**config.mk**
```make
export PLATFORM = sky130hd
export DESIGN_NAME = timer_share_arb
export DESIGN_NICKNAME = d
export VERILOG_FILES = /design/src/rtl/timer_share_arb.sv
export SDC_FILE = /design/constraint.sdc
export NUM_CORES = 1
export LEC_CHECK = 0
export ABC_AREA = 0
export CORE_ASPECT_RATIO = 0.6
export CORE_UTILIZATION = 49
export DETAILED_ROUTE_END_ITERATION = 10
export GPL_TIMING_DRIVEN = 0
export MAX_ROUTING_LAYER = met4
export PLACE_DENSITY_LB_ADDON = 0.08
export SLEW_MARGIN = 10
export SYNTH_ARGS = -nofsm -noshare
export SYNTH_HDL_FRONTEND = slang
export SYNTH_SLANG_ARGS = --single-unit
export TNS_END_PERCENT = 10
```
**constraint.sdc**
```tcl
create_clock -name sys_clk -period 3.4 [get_ports sys_clk]
set_clock_uncertainty 0.15 [all_clocks]
set_input_delay 0.51 -clock sys_clk [delete_from_list [all_inputs] [get_ports sys_clk]]
set_output_delay 0.51 -clock sys_clk [all_outputs]
set_load 0.02 [all_outputs]
```
**src/rtl/timer_share_arb.sv**
```systemverilog
// Shares one interval counter between NUM_REQ requesters, granting round-robin and pulsing done per interval.
// Define TIMER_ARB_PRIO_EN for fixed lowest-index-wins priority instead of round-robin.
module timer_share_arb #(
  parameter int NUM_REQ = 4,
  parameter int CNT_W   = 25
) (
  input  logic                     sys_clk,
  input  logic                     sys_rst_n,
  input  logic [NUM_REQ-1:0]       req,
  input  logic [NUM_REQ*CNT_W-1:0] req_len,
  output logic [NUM_REQ-1:0]       grant,
  output logic [NUM_REQ-1:0]       done,
  output logic                     busy,
  output logic [CNT_W-1:0]         cnt_val,
  output logic                     led_out
);

  localparam int IDX_W = $clog2(NUM_REQ);

  typedef enum logic [1:0] {IDLE, COUNT, DONE} state_t;

  state_t             state_q, state_d;
  logic [NUM_REQ-1:0] grant_q, grant_d;
  logic [NUM_REQ-1:0] done_q, done_d;
  logic               busy_q, busy_d;
  logic [CNT_W-1:0]   cnt_q, cnt_d;
  logic [CNT_W-1:0]   len_q, len_d;
  logic               led_q, led_d;
  logic [IDX_W-1:0]   win_q, win_d;

  logic               found;
  logic [IDX_W-1:0]   win_idx;
  logic [CNT_W-1:0]   len_sel;
  logic               abort;
  logic               last_cycle;

`ifdef TIMER_ARB_PRIO_EN
  // Downward scan so the lowest pending index is the last one written.
  always_comb begin
    found   = 1'b0;
    win_idx = '0;
    for (int i = NUM_REQ - 1; i >= 0; i--) begin
      if (req[i]) begin
        found   = 1'b1;
        win_idx = IDX_W'(i);
      end
    end
  end
`else
  logic [IDX_W-1:0] ptr_q, ptr_d;
  logic [IDX_W-1:0] cand;

  // Scan from ptr+NUM_REQ down to ptr+1 so the first requester after ptr wins.
  always_comb begin
    found   = 1'b0;
    win_idx = '0;
    cand    = '0;
    for (int k = NUM_REQ; k >= 1; k--) begin
      cand = IDX_W'((int'(ptr_q) + k) % NUM_REQ);
      if (req[cand]) begin
        found   = 1'b1;
        win_idx = cand;
      end
    end
  end

  always_comb begin
    ptr_d = ptr_q;
    if ((state_q != COUNT) && found) begin
      ptr_d = win_idx;
    end
  end

  always_ff @(posedge sys_clk or negedge sys_rst_n) begin
    if (!sys_rst_n) begin
      ptr_q <= IDX_W'(NUM_REQ - 1);
    end else begin
      ptr_q <= ptr_d;
    end
  end
`endif

  always_comb begin
    len_sel = '0;
    for (int i = 0; i < NUM_REQ; i++) begin
      if (win_idx == IDX_W'(i)) begin
        len_sel = req_len[i*CNT_W +: CNT_W];
      end
    end
  end

  assign abort      = !req[win_q];
  assign last_cycle = (cnt_q == (len_q - CNT_W'(1)));

  always_ff @(posedge sys_clk or negedge sys_rst_n) begin
    if (!sys_rst_n) begin
      state_q <= IDLE;
    end else begin
      state_q <= state_d;
    end
  end

  always_comb begin
    state_d = state_q;
    case (state_q)
      IDLE: begin
        if (found) state_d = COUNT;
      end
      COUNT: begin
        if (abort)           state_d = IDLE;
        else if (last_cycle) state_d = DONE;
      end
      DONE: begin
        state_d = found ? COUNT : IDLE;
      end
      default: state_d = IDLE;
    endcase
  end

  // Grant, done and led all change on the same edge as the state move, so every output is a flop.
  always_comb begin
    grant_d = '0;
    done_d  = '0;
    cnt_d   = cnt_q;
    len_d   = len_q;
    led_d   = led_q;
    win_d   = win_q;
    case (state_q)
      IDLE, DONE: begin
        if (found) begin
          grant_d[win_idx] = 1'b1;
          len_d            = (len_sel == '0) ? CNT_W'(1) : len_sel;
          cnt_d            = '0;
          win_d            = win_idx;
        end
      end
      COUNT: begin
        if (abort) begin
          cnt_d = '0;
        end else if (last_cycle) begin
          done_d[win_q] = 1'b1;
          led_d         = ~led_q;
          cnt_d         = '0;
        end else begin
          grant_d = grant_q;
          cnt_d   = cnt_q + CNT_W'(1);
        end
      end
      default: begin
        cnt_d = '0;
      end
    endcase
    busy_d = (state_d != IDLE);
  end

  always_ff @(posedge sys_clk or negedge sys_rst_n) begin
    if (!sys_rst_n) begin
      grant_q <= '0;
      done_q  <= '0;
      busy_q  <= 1'b0;
      cnt_q   <= '0;
      len_q   <= CNT_W'(1);
      led_q   <= 1'b0;
      win_q   <= '0;
    end else begin
      grant_q <= grant_d;
      done_q  <= done_d;
      busy_q  <= busy_d;
      cnt_q   <= cnt_d;
      len_q   <= len_d;
      led_q   <= led_d;
      win_q   <= win_d;
    end
  end

  assign grant   = grant_q;
  assign done    = done_q;
  assign busy    = busy_q;
  assign cnt_val = cnt_q;
  assign led_out = led_q;

endmodule

```
Yosys cells after proc, flatten, opt, wreduce, memory -nomap -nowiden --
Cells that the tools add are included. Widths: inputs -> output; s select.
Operators by class: add/subtract/negate cells 6, $lt $le $gt $ge 8, equality and inequality tests 9, muxes and demuxes 43, bitwise gates (word level) 1, reduce and logical (&&, ||, !) cells 10
Operator list (number):
- $mux 25 | 8
- $pmux 25 s2 | 1
- $add 25x1->25 const B | 1
- $eq 25x25->1 | 1
- $logic_not 25->1 | 1
- $sub 25x1->25 const B | 1
- $mux 4 | 6
- $lt 2x3->1 const B | 6
- $mux 2 | 7
- $mux 1 | 12
- $bmux 1 s2 | 5
- $pmux 4 s2 | 1
- $eq 2x2->1 const B | 3
- $pmux 2 s3 | 1
- $add 2x1->2 const B | 2
- $add 2x2->2 const B | 2
- $demux 1 s2 | 2
- $eq 2x1->1 const B | 2
- $ge 2x1->1 const B | 2
- $logic_not 2->1 | 2
- $logic_and 1x1->1 | 3
- $ne 3x3->1 const B | 1
- $reduce_and 3->1 | 1
- $ne 2x1->1 const B | 1
- 5 further kinds | 5
Word-level totals: register bits after elaboration 66, output and inout port bits 35, logic and storage cells 86

Longest topological paths before layout --
depth after elaboration 14, depth in mapped cells 11

Worst setup path after synthesis --
Ideal clock, no wire load.
path kind flip-flop to flip-flop, start reg len_q[0], end reg cnt_q[1] (netlist: cnt_val[1]), library setup time 0.152 ns, arrival 2.341 ns, setup slack 0.757 ns, stages on the path, launching flop included 12, path buffers 2, cells stage by stage dfstp_2 -> inv_1 -> ha_1 -> nor3b_2 -> and4_1 -> buf_4 -> mux2i_1 -> o2111ai_1 -> a311oi_2 -> a21o_4 -> buf_12 -> o22ai_2
Between the ends: cells in the longest elaborated chain, start to end 5
Ends and longest elaborated chain:
- start, declared | RTL line 27 | logic [CNT_W-1:0] len_q, len_d;
- start signal, assigned | RTL line 170 | len_q <= len_d;
- $sub 25x1->25 | RTL line 93 | assign last_cycle = (cnt_q == (len_q - CNT_W'(1)));
- $eq 25x25->1 | RTL line 93
- $mux 25 | RTL line 140 | end else if (last_cycle) begin
- $mux 25 | RTL line 138 | if (abort) begin
- $pmux 25 s2 | RTL line 128 | case (state_q)
- end signal, assigned | RTL line 169 | cnt_q <= cnt_d;
- end, declared | RTL line 26 | logic [CNT_W-1:0] cnt_q, cnt_d;
No other way between the ends. A chain may end at the register's enable or synchronous reset.

Final worst setup path --
start reg len_q[1], end reg done_q[1] (netlist: done[1])
Between the ends: cells in the longest elaborated chain, start to end 5
Ends and longest elaborated chain:
- $sub 25x1->25 | RTL line 93
- $eq 25x25->1 | RTL line 93
- $mux 4 | RTL line 140
- $mux 4 | RTL line 138
- $mux 4 | RTL line 128
- named net done_d[1] | RTL line 24 | logic [NUM_REQ-1:0] done_q, done_d;
- end signal, assigned | RTL line 167 | done_q <= done_d;
- end, declared | RTL line 24
The timed path passes the listed nets, and every way through them passes these cells.

==> results.sh <==
export IMPL_status="complete, no violations"
export IMPL_synth_edf_count=0
export IMPL_drv_slew=0
export IMPL_port_buffers=140
export IMPL_post_drt_wl_per_cell_um=18.1
export IMPL_core_area_mm2=0.00939
export IMPL_synth_top_area_share=0.324
export IMPL_synth_area_leaders="dfrtp_1, mux2i_1, xor2_1, nand2_1, a21oi_2"
export IMPL_tightest_slew_ns=0.810
export IMPL_place_gp_congestion=0.915
export IMPL_finalCritPeriodShare=0.955
export IMPL_synth_seq_cells=66
export IMPL_netlist_area_mm2=0.00486
export IMPL_vias=4589
export IMPL_dieArea_mm2=0.0103
export IMPL_finalSetupViolCount=0
export IMPL_num_antenna_cells=0
export IMPL_clockBufferDepth=2
export IMPL_detail_route_antenna_nets=0
export IMPL_grt_setup_unrepaired="yes"
export IMPL_fmax_mhz=308
export IMPL_grt_max_degree=64
export IMPL_nNetsFinal=774
export IMPL_cp_start_kind="register"
export IMPL_period_needed_ns=3.25
export IMPL_hold_viol=0
export IMPL_finish_utilization=0.723
export IMPL_die_h_um=79.2
export IMPL_insertion_delay_ns=0.34
export IMPL_hold_ws_ns=0.336
export IMPL_post_dp_hpwl_um=11300
export IMPL_seq_area_frac_synth=0.340
export IMPL_finalPower_w=0.00484
export IMPL_start_util=0.518
export IMPL_ff2ff_setup_slack_ns=0.15
export IMPL_viasPerCell=5.73
export IMPL_num_io_pins=141
export IMPL_critPathArrivalTime_ns=3.34
export IMPL_max_slew_margin=0.460
export IMPL_endpoint_kind="register"
export IMPL_rr_startpoint="len_q[1]"
export IMPL_syn_nets=621
export IMPL_drtIter0Drc=459
export IMPL_required_ns=3.49
export IMPL_synthCells=513
export IMPL_grt_antenna_before_repair=0
export IMPL_drv_cap=0
export IMPL_cp_cell_sequence="inv_1 -> ha_1 -> nor3b_4 -> and4_1 -> buf_4 -> mux2i_1 -> o2111ai_1 -> a311oi_2 -> nand4b_2 -> nor3_1"
export IMPL_drive_gt1_frac=0.122
export IMPL_async_flop_share=1.00
export IMPL_min_delay_start="led_out"
export IMPL_die_x_um=131
export IMPL_grt_pass1_wl_um=23200
export IMPL_clk_pin_slew_ns=0.06
export IMPL_yosysMostFrequentCell="nand2_1"
export IMPL_cts_max_level=3
export IMPL_ys_types=71
export IMPL_slowest_stage="a311oi_2"
export IMPL_cp_max_fo=7
export IMPL_leakagePower_nw=2.94
export IMPL_synth_area_leader_cell="dfrtp_1"
export IMPL_synth_cells_most_frequent="nand2_1, mux2i_1, dfrtp_1"
export IMPL_cts_tree="done"
export IMPL_drc=0
export IMPL_cts_buffers=9
export IMPL_clock_sinks=66
export IMPL_path_class="register to register"
export IMPL_cp_slowest_stage_delay_ns=0.51
export IMPL_grt_pass1_vias=4453
export IMPL_synth_top_flop_cell="dfrtp_1"
export IMPL_ys_warn_count=0
export IMPL_root_buffer="clkbuf_16"
export IMPL_num_rows=27
export IMPL_rr_worst_depth=10
export IMPL_peakVddDrop_uv=442
export IMPL_powerDensity_mw_per_mm2=713
export IMPL_syn2layout_area_growth_pct=39.6
export IMPL_drt_wl_total_um=14500
export IMPL_min_to="led_out"
export IMPL_grt_overflow=0
export IMPL_min_path_cells=1
export IMPL_avgSynthCellArea_um2=9.48
export IMPL_r2r_end="done[1]"
export IMPL_holdCritPathClass="register to register"
export IMPL_grt_usage=0.307
export IMPL_dr_pass1_iters=5
worst max path at each step:
stage              start     endpoint  slack [ns]  depth (start not counted)
6_report        len_q[1]      done[1]        0.15                         10
5_1_grt           req[3]     len_q[0]       -0.03                          9
4_1_cts         len_q[1]      done[1]        0.08                         10
3_5_place_dp      req[3]     len_q[0]       -0.13                          9
3_3_place_gp   sys_rst_n  cnt_val[23]       -0.50                          1
2_1_floorplan   len_q[0]   cnt_val[1]        0.76                         11
routing by layer:
layer	global-route usage	routed length, um
met1	0.423	6720
met2	0.466	6500
met3	0.0573	1050
met4	0.0759	212
met5	-	0
cell families (layout without fill, tap and decap cells):
logic type	Yosys count	count (layout)	share of synthesized area
xor+xnor	58	58	0.109
flops	66	66	0.340
compound gates	67	67	0.114
fa+ha+maj	2	2	0.00514
mux	81	81	0.170
simple gates	192	192	0.211
buf+inv	47	205	0.0512
through the flow:
step	TNS (ns)	cells	instance area, um^2	setup slack [ns]
finish	0	801	6790	0.154
floorplan	0	513	4860	0.757
global placement	-31.36	783	6430	-0.505
detailed placement	-0.132	784	6450	-0.132
global route	-0.0316	801	6790	-0.0316
CTS	0	801	6780	0.0836
placed cells by master (no fill, tap or decap), types with 14 or more instances in the layout:
| cell type | count |
|---|---|
| inv_1 | 14 |
| mux2i_1 | 78 |
| xor2_1 | 40 |
| nand4_1 | 14 |
| nor2_1 | 17 |
| dfrtp_1 | 63 |
| clkdlybuf4s50_1 | 139 |
| xnor2_1 | 16 |
| a21oi_2 | 23 |
| clkbuf_1 | 15 |
| nand2_1 | 84 |
registers in the layout, indices dropped and copies added, names as in the netlist:
| register | flops |
|---|---|
| win_q | 2 |
| state_q | 2 |
| cnt_val | 25 |
| done | 4 |
| len_q | 25 |
| grant | 4 |
| led_out | 1 |
| busy | 1 |
| ptr_q | 2 |
area by class of cell:
cell class                 count  area [um^2]
multi-input combinational    400         2970
fill                         717         2600
sequential                    66         1660
timing repair buffer         142         1440
clock buffer                   9          225
buffer                        33          196
tap                          130          163
clock inverter                 7         93.8
inverter                      14         52.6
critical path: cells and delay by family, from the launching register on:
kind,cells,cell delay [ns]
and+or+nand+nor,4,1.23
AOI/OAI and AO/OA,2,0.68
DFF,1,0.42
buffers and inverters,2,0.25
muxes,1,0.21
adders and majority gates,1,0.19
timing repair:
action	CTS	global route
resized for setup	0	1
endpoints found under the hold margin	3	0
setup endpoints to repair	0	34
hold buffers	1	0
buffers inserted	0	0
power breakdown:
part	switching, W	internal [W]
sequential	0.000250	0.00102
combinational	0.00146	0.00111
clock	0.000364	0.000640
total	0.00208	0.00277
Power figures use the tool's default switching activity.
